`config.mk`:
```
export PLATFORM = sky130hd
export DESIGN_NAME = regfile_ctrl
export DESIGN_NICKNAME = d
export VERILOG_FILES = /design/src/rtl/regfile_ctrl.sv
export SDC_FILE = /design/constraint.sdc
export NUM_CORES = 1
export LEC_CHECK = 0
export CORE_MARGIN = 4
export CORE_UTILIZATION = 45
export CTS_BUF_LIST = sky130_fd_sc_hd__clkbuf_4
export DETAILED_ROUTE_END_ITERATION = 7
export GPL_ROUTABILITY_DRIVEN = 0
export PLACE_DENSITY = 0.72
export SLEW_MARGIN = 25
export SYNTH_ARGS = -nofsm -noshare
export SYNTH_HDL_FRONTEND = slang
export SYNTH_SLANG_ARGS = --single-unit
```
`constraint.sdc`:
```
create_clock -name clk -period 2.7 [get_ports clk]
set_clock_uncertainty 0.2 [all_clocks]
set_input_delay 0.675 -clock clk [delete_from_list [all_inputs] [get_ports clk]]
set_output_delay 0.675 -clock clk [all_outputs]
set_load 0.05 [all_outputs]
```
`src/rtl/regfile_ctrl.sv`:
```
// Command sequencer driving the write port and both read ports of a 16x16 register file.
// Optional build macro REGFILE_CTRL_R0_ZERO_EN makes register 0 a hardwired zero.
module regfile_ctrl #(
   parameter int AW = 4,
   parameter int DW = 16
) (
   input  logic          clk,
   input  logic          rst_n,
   input  logic          cmd_valid,
   output logic          cmd_ready,
   input  logic [1:0]    cmd_op,
   input  logic [AW-1:0] cmd_rd,
   input  logic [AW-1:0] cmd_rs1,
   input  logic [AW-1:0] cmd_rs2,
   input  logic [DW-1:0] cmd_imm,
   output logic          done,
   output logic          busy,
   output logic [AW-1:0] raddr1,
   output logic [AW-1:0] raddr2,
   input  logic [DW-1:0] rdata1,
   input  logic [DW-1:0] rdata2,
   output logic [AW-1:0] waddr,
   output logic [DW-1:0] wdata,
   output logic          wen,
   output logic [2:0]    dbg_state
);

   // Handshake: a command is taken on the rising edge where cmd_valid and
   // cmd_ready are both high; cmd_ready stays low until the done cycle.
   typedef enum logic [2:0] {
      S_IDLE = 3'd0,
      S_RD   = 3'd1,
      S_WR1  = 3'd2,
      S_WR2  = 3'd3,
      S_FILL = 3'd4
   } state_t;

   localparam logic [1:0] OP_MOV  = 2'b00;
   localparam logic [1:0] OP_ADD  = 2'b01;
   localparam logic [1:0] OP_SWAP = 2'b10;
   localparam logic [1:0] OP_FILL = 2'b11;

   state_t        state_q, state_d;
   logic [1:0]    op_q, op_d;
   logic [AW-1:0] rd_q, rd_d;
   logic [AW-1:0] raddr1_q, raddr1_d;
   logic [AW-1:0] raddr2_q, raddr2_d;
   logic [AW-1:0] waddr_q, waddr_d;
   logic [DW-1:0] wdata_q, wdata_d;
   logic [DW-1:0] t1_q, t1_d;
   logic          wen_q, wen_d, wen_req;
   logic          done_q, done_d;
   logic          busy_q, busy_d;
   logic          ready_q, ready_d;
   logic [DW-1:0] rd1, rd2;

`ifdef REGFILE_CTRL_R0_ZERO_EN
   // Register 0 reads as zero and is never written; the write cycle is still spent.
   assign rd1   = (raddr1_q == '0) ? '0 : rdata1;
   assign rd2   = (raddr2_q == '0) ? '0 : rdata2;
   assign wen_d = wen_req & (waddr_d != '0);
`else
   assign rd1   = rdata1;
   assign rd2   = rdata2;
   assign wen_d = wen_req;
`endif

   always_comb begin
      state_d  = state_q;
      op_d     = op_q;
      rd_d     = rd_q;
      raddr1_d = raddr1_q;
      raddr2_d = raddr2_q;
      waddr_d  = waddr_q;
      wdata_d  = wdata_q;
      t1_d     = t1_q;
      wen_req  = 1'b0;
      done_d   = 1'b0;
      busy_d   = busy_q;
      ready_d  = ready_q;
      case (state_q)
         S_IDLE: begin
            if (cmd_valid && ready_q) begin
               op_d     = cmd_op;
               rd_d     = cmd_rd;
               raddr1_d = cmd_rs1;
               raddr2_d = cmd_rs2;
               busy_d   = 1'b1;
               ready_d  = 1'b0;
               if (cmd_op == OP_FILL) begin
                  // First fill write is issued straight from the accept edge.
                  waddr_d = cmd_rs1;
                  wdata_d = cmd_imm;
                  wen_req = 1'b1;
                  state_d = S_FILL;
               end else begin
                  state_d = S_RD;
               end
            end
         end
         S_RD: begin
            t1_d    = rd1;
            wen_req = 1'b1;
            state_d = S_WR1;
            case (op_q)
               OP_ADD: begin
                  waddr_d = rd_q;
                  wdata_d = rd1 + rd2;
               end
               OP_SWAP: begin
                  waddr_d = raddr1_q;
                  wdata_d = rd2;
               end
               default: begin
                  waddr_d = rd_q;
                  wdata_d = rd1;
               end
            endcase
         end
         S_WR1: begin
            if (op_q == OP_SWAP) begin
               waddr_d = raddr2_q;
               wdata_d = t1_q;
               wen_req = 1'b1;
               state_d = S_WR2;
            end else begin
               done_d  = 1'b1;
               busy_d  = 1'b0;
               ready_d = 1'b1;
               state_d = S_IDLE;
            end
         end
         S_WR2: begin
            done_d  = 1'b1;
            busy_d  = 1'b0;
            ready_d = 1'b1;
            state_d = S_IDLE;
         end
         S_FILL: begin
            if (waddr_q == raddr2_q) begin
               done_d  = 1'b1;
               busy_d  = 1'b0;
               ready_d = 1'b1;
               state_d = S_IDLE;
            end else begin
               waddr_d = waddr_q + 1'b1;
               wen_req = 1'b1;
            end
         end
         default: begin
            busy_d  = 1'b0;
            ready_d = 1'b1;
            state_d = S_IDLE;
         end
      endcase
   end

   always_ff @(posedge clk or negedge rst_n) begin
      if (!rst_n) begin
         state_q  <= S_IDLE;
         op_q     <= '0;
         rd_q     <= '0;
         raddr1_q <= '0;
         raddr2_q <= '0;
         waddr_q  <= '0;
         wdata_q  <= '0;
         t1_q     <= '0;
         wen_q    <= 1'b0;
         done_q   <= 1'b0;
         busy_q   <= 1'b0;
         ready_q  <= 1'b1;
      end else begin
         state_q  <= state_d;
         op_q     <= op_d;
         rd_q     <= rd_d;
         raddr1_q <= raddr1_d;
         raddr2_q <= raddr2_d;
         waddr_q  <= waddr_d;
         wdata_q  <= wdata_d;
         t1_q     <= t1_d;
         wen_q    <= wen_d;
         done_q   <= done_d;
         busy_q   <= busy_d;
         ready_q  <= ready_d;
      end
   end

   assign cmd_ready = ready_q;
   assign done      = done_q;
   assign busy      = busy_q;
   assign raddr1    = raddr1_q;
   assign raddr2    = raddr2_q;
   assign waddr     = waddr_q;
   assign wdata     = wdata_q;
   assign wen       = wen_q;
   assign dbg_state = state_q;

endmodule
```
==> impl_metrics.xml <==
<?xml version="1.0" encoding="UTF-8"?>
<metrics>
  <group name="pwr">
    <metric name="power.total" unit="mW">6.55</metric>
    <metric name="power_leakage" unit="nW">2.40</metric>
    <metric name="worst_ir_drop_vdd" unit="uV">762</metric>
    <metric name="pwr_density_cell" unit="nW/um^2">1200</metric>
  </group>
  <group name="yosys">
    <metric name="synthSimpleGateAreaFrac" unit="%">15.5</metric>
    <metric name="leading_register_cell_type_out_of_synthesis" unit="">sky130_fd_sc_hd__dfrtp_1</metric>
    <metric name="synth_compound_area_share" unit="%">27.9</metric>
    <metric name="postSynthRegisterBits" unit="">57</metric>
    <metric name="synth.area.mux_share" unit="%">5.48</metric>
    <metric name="ys_async_sr_fraction" unit="%">100</metric>
    <metric name="post_synth.cell_area_avg" unit="sq um">8.87</metric>
    <metric name="synthesized_instance_count" unit="">432</metric>
    <metric name="yosys.area.top_type_share" unit="%">36.6</metric>
    <metric name="synth_fp_nets" unit="">516</metric>
    <metric name="synth.yosys.warnings" unit="">0</metric>
    <metric name="synth-adder-area-share" unit="%">6.40</metric>
    <metric name="yosys-top-cells-area" unit="">sky130_fd_sc_hd__dfrtp_1, sky130_fd_sc_hd__nand2_1, sky130_fd_sc_hd__ha_1, sky130_fd_sc_hd__mux2_2, sky130_fd_sc_hd__o21ai_0</metric>
    <metric name="synth.most_common_cell" unit="">sky130_fd_sc_hd__nand2_1</metric>
    <metric name="synth_largest_area_cell" unit="">sky130_fd_sc_hd__dfrtp_1</metric>
    <metric name="syn_area" unit="sq um">3830</metric>
    <metric name="main_combinational_cell_family_by_area_after_synthesis" unit="">compound AO/OA/AOI/OAI gates</metric>
    <metric name="yosys.area_share.xor_xnor" unit="%">2.51</metric>
    <metric name="seq_area_frac_synth" unit="%">37.3</metric>
    <metric name="synth_edf_count" unit="">0</metric>
    <metric name="ys_types" unit="">61</metric>
    <metric name="ys_top_cells_by_count" unit="">sky130_fd_sc_hd__nand2_1, sky130_fd_sc_hd__dfrtp_1, sky130_fd_sc_hd__o21ai_0</metric>
  </group>
  <group name="global_routing">
    <metric name="grt_pass1_vias" unit="">3961</metric>
    <metric name="grt_usage" unit="%">23.4</metric>
    <metric name="overflow_left_after_global_routing" unit="">0</metric>
    <metric name="grt_start_max_net_pins" unit="">58</metric>
    <metric name="grt_first_pass_wirelength" unit="um">18800</metric>
    <metric name="grt_antenna_before_repair" unit="">0</metric>
  </group>
  <group name="cells_and_area">
    <metric name="layout_cells_sized_above_1" unit="%">19.2</metric>
    <metric name="final.fill_count" unit="">673</metric>
    <metric name="antenna_cells" unit="">0</metric>
    <metric name="stdcell_count" unit="">687</metric>
    <metric name="final_net_count" unit="">661</metric>
    <metric name="layout-area-overhead-vs-synth" unit="%">42.2</metric>
  </group>
  <group name="cts">
    <metric name="numCtsBuffers" unit="">9</metric>
    <metric name="clock_insertion_delay_worst_skew" unit="ns">0.42</metric>
    <metric name="cts_num_sinks" unit="">57</metric>
    <metric name="cts_root_buf" unit="">sky130_fd_sc_hd__clkbuf_4</metric>
    <metric name="tritoncts" unit="">done</metric>
    <metric name="clockBufferDepth" unit="">2</metric>
    <metric name="cts_hold_buffers" unit="">0</metric>
    <metric name="cts-htree-levels" unit="">3</metric>
    <metric name="clk_pin_slew" unit="ns">0.12</metric>
  </group>
  <group name="drt">
    <metric name="drt-total-wl" unit="um">11800</metric>
    <metric name="drc" unit="">0</metric>
    <metric name="drt_first_iter_violations" unit="">195</metric>
    <metric name="route.vias.total" unit="">3973</metric>
    <metric name="detail_route.vias_per_cell" unit="">5.78</metric>
    <metric name="detail-route-antenna-nets" unit="">0</metric>
    <metric name="routedWlPerCell" unit="um">17.1</metric>
    <metric name="detail_route.first_pass.iterations" unit="">5</metric>
  </group>
  <group name="critical_path">
    <metric name="path_cells" unit="">clkdlybuf4s50_1 -&gt; ha_1 -&gt; nor2b_2 -&gt; o211a_1 -&gt; o21a_1 -&gt; buf_4 -&gt; o211a_1 -&gt; o21a_1 -&gt; o31ai_2</metric>
    <metric name="worst-r2r-cell-count" unit="">9</metric>
    <metric name="cp.arrival" unit="ns">2.77</metric>
    <metric name="cp.depth" unit="">9</metric>
    <metric name="worst_path_max_delay_cell" unit="">sky130_fd_sc_hd__clkdlybuf4s50_1</metric>
    <metric name="timing.critical_path.fanout_max" unit="">3</metric>
    <metric name="worst_setup_path_end_kind" unit="">flop</metric>
    <metric name="maximum_single_stage_delay_on_the_critical_path" unit="ns">0.44</metric>
    <metric name="cell_type_group_with_the_largest_total_delay_on_the_critical_path" unit="">compound AO/OA/AOI/OAI gates</metric>
    <metric name="worst_setup_path_start_kind" unit="">primary input</metric>
    <metric name="critical_path_buf_inv_count" unit="">2</metric>
    <metric name="cp.required" unit="ns">2.82</metric>
    <metric name="crit_type" unit="">in2reg</metric>
  </group>
  <group name="floorplan">
    <metric name="boundaryPins" unit="">100</metric>
    <metric name="rows" unit="">33</metric>
    <metric name="initial_core_util" unit="%">46.4</metric>
    <metric name="placeable_core_region" unit="sq um">8260</metric>
    <metric name="die_x" unit="um">100</metric>
    <metric name="floorplan.die.height" unit="um">100</metric>
    <metric name="dieArea" unit="sq um">10100</metric>
  </group>
  <group name="placed_design">
    <metric name="port_buffers" unit="">99</metric>
    <metric name="hpwlAfterDp" unit="um">8830</metric>
    <metric name="numPlacedInstances" unit="">671</metric>
    <metric name="place_ws" unit="ns">-0.535</metric>
  </group>
  <group name="status">
    <metric name="result_of_the_run" unit="">completed</metric>
  </group>
  <group name="timing">
    <metric name="period_share" unit="%">98.0</metric>
    <metric name="finalSetupViolCount" unit="">0</metric>
    <metric name="max_freq" unit="MHz">378</metric>
    <metric name="final_max_slew_viol_count" unit="">0</metric>
    <metric name="worst_slack" unit="ns">0.0535</metric>
    <metric name="timing.final.hold_violations" unit="">0</metric>
    <metric name="post-route-min-period" unit="ns">2.65</metric>
    <metric name="timing.max_slew.rel_slack" unit="%">65.1</metric>
    <metric name="tightest_slew" unit="ns">0.521</metric>
    <metric name="setup_repair_after_global_routing_missed_its_margin" unit="">false</metric>
  </group>
  <group name="job">
    <metric name="max_cap_viol_count" unit="">0</metric>
  </group>
  <group name="hold_path">
    <metric name="worst_hold_path_type" unit="">in2async</metric>
  </group>
</metrics>
==> flip-flops by register name, indices dropped and copies added, names as in the netlist <==
signal and cells:
busy 1, rd_q 4, dbg_state 3, raddr2 4
waddr 4, wdata 16, t1_q 16, raddr1 4
wen 1, done 1, op_q 2, cmd_ready 1
==> per-stage QoR <==
stage / area [sq um] / utilization (%) / hold WS, ns / TNS, ns
after floorplan: 3830 / - / 0.179 / 0
after global placement: 5280 / 63.9 / 0.259 / -4.37
after detailed placement: 5280 / 63.9 / 0.267 / -5.27
after CTS: 5430 / 65.8 / 0.0506 / 0
after global routing: 5450 / 66.0 / 0.0595 / 0
final: 5450 / 66.0 / 0.0415 / 0
==> cells by family after synthesis <==
family | after synthesis
xor+xnor | 11
flops | 57
simple gates | 127
compound gates | 156
buf+inv | 43
mux | 19
fa+ha+maj | 19
==> report_power, final <==
part / switching (mW) / internal (mW)
logic: 2.62 / 1.67
registers: 0.309 / 1.30
clock network: 0.367 / 0.280
==> worst paths after layout <==
| path | slack [ns] | from | endpoint |
|---|---|---|---|
| setup reg to reg | 0.35 | op_q[0] | wdata[12] |
| max in group asynchronous | 1.95 | rst_n | cmd_ready |
| setup / recovery | 0.05 | rdata2[2] | wdata[10] |
| min in group clk | 0.29 | t1_q[4] | t1_q[4] |
| hold reg to reg | 0.29 | t1_q[4] | t1_q[4] |
| hold / removal | 0.04 | rst_n | wdata[12] |
==> per-layer routing <==
| layer | wire, um | share of wire [%] | GRT usage (%) | vias up |
|---|---|---|---|---|
| li1 | - | - | - | 1878 |
| met4 | 289 | 2.5 | 8.70 | 0 |
| met2 | 5670 | 48 | 38.4 | 147 |
| met5 | 0 | 0 | 0 | - |
| met3 | 679 | 5.8 | 3.61 | 24 |
| met1 | 5140 | 44 | 31.2 | 1924 |
==> placed cells by master (no fill, tap or decap), types with 4 or more instances in the layout <==
cell type / instances
sky130_fd_sc_hd__a211oi_1: 4
sky130_fd_sc_hd__nand3_1: 7
sky130_fd_sc_hd__mux2_2: 16
sky130_fd_sc_hd__inv_1: 17
sky130_fd_sc_hd__o21ai_1: 8
sky130_fd_sc_hd__o21ai_0: 28
sky130_fd_sc_hd__clkbuf_4: 9
sky130_fd_sc_hd__ha_1: 17
sky130_fd_sc_hd__clkdlybuf4s50_1: 90
sky130_fd_sc_hd__a21oi_1: 27
sky130_fd_sc_hd__nand2_1: 66
sky130_fd_sc_hd__buf_4: 61
sky130_fd_sc_hd__nor3_1: 6
sky130_fd_sc_hd__a22oi_1: 18
sky130_fd_sc_hd__a21o_1: 8
sky130_fd_sc_hd__o21a_1: 10
sky130_fd_sc_hd__nor2b_1: 4
sky130_fd_sc_hd__xnor2_1: 9
sky130_fd_sc_hd__a31oi_1: 7
sky130_fd_sc_hd__o211ai_1: 11
sky130_fd_sc_hd__a221oi_1: 6
sky130_fd_sc_hd__dfrtp_1: 56
sky130_fd_sc_hd__nor2_1: 24
==> what timing repair did <==
item                       4_1_cts  5_1_grt
resized for setup                8        6
setup endpoints to repair        6        5
pin swaps                        5        5
buffers inserted                 0        0
==> layout make-up <==
type                       instances  area (sq um)  share of cell area [%]
clock buffer                       9          67.6                    1.24
timing repair buffer             158          1440                    26.3
clock inverter                     7          71.3                    1.31
multi-input combinational        332          2240                    41.2
tap                              105           131                    2.41
sequential                        57          1430                    26.2
inverter                          19          71.3                    1.31
(Power assumes the default switching activity.)
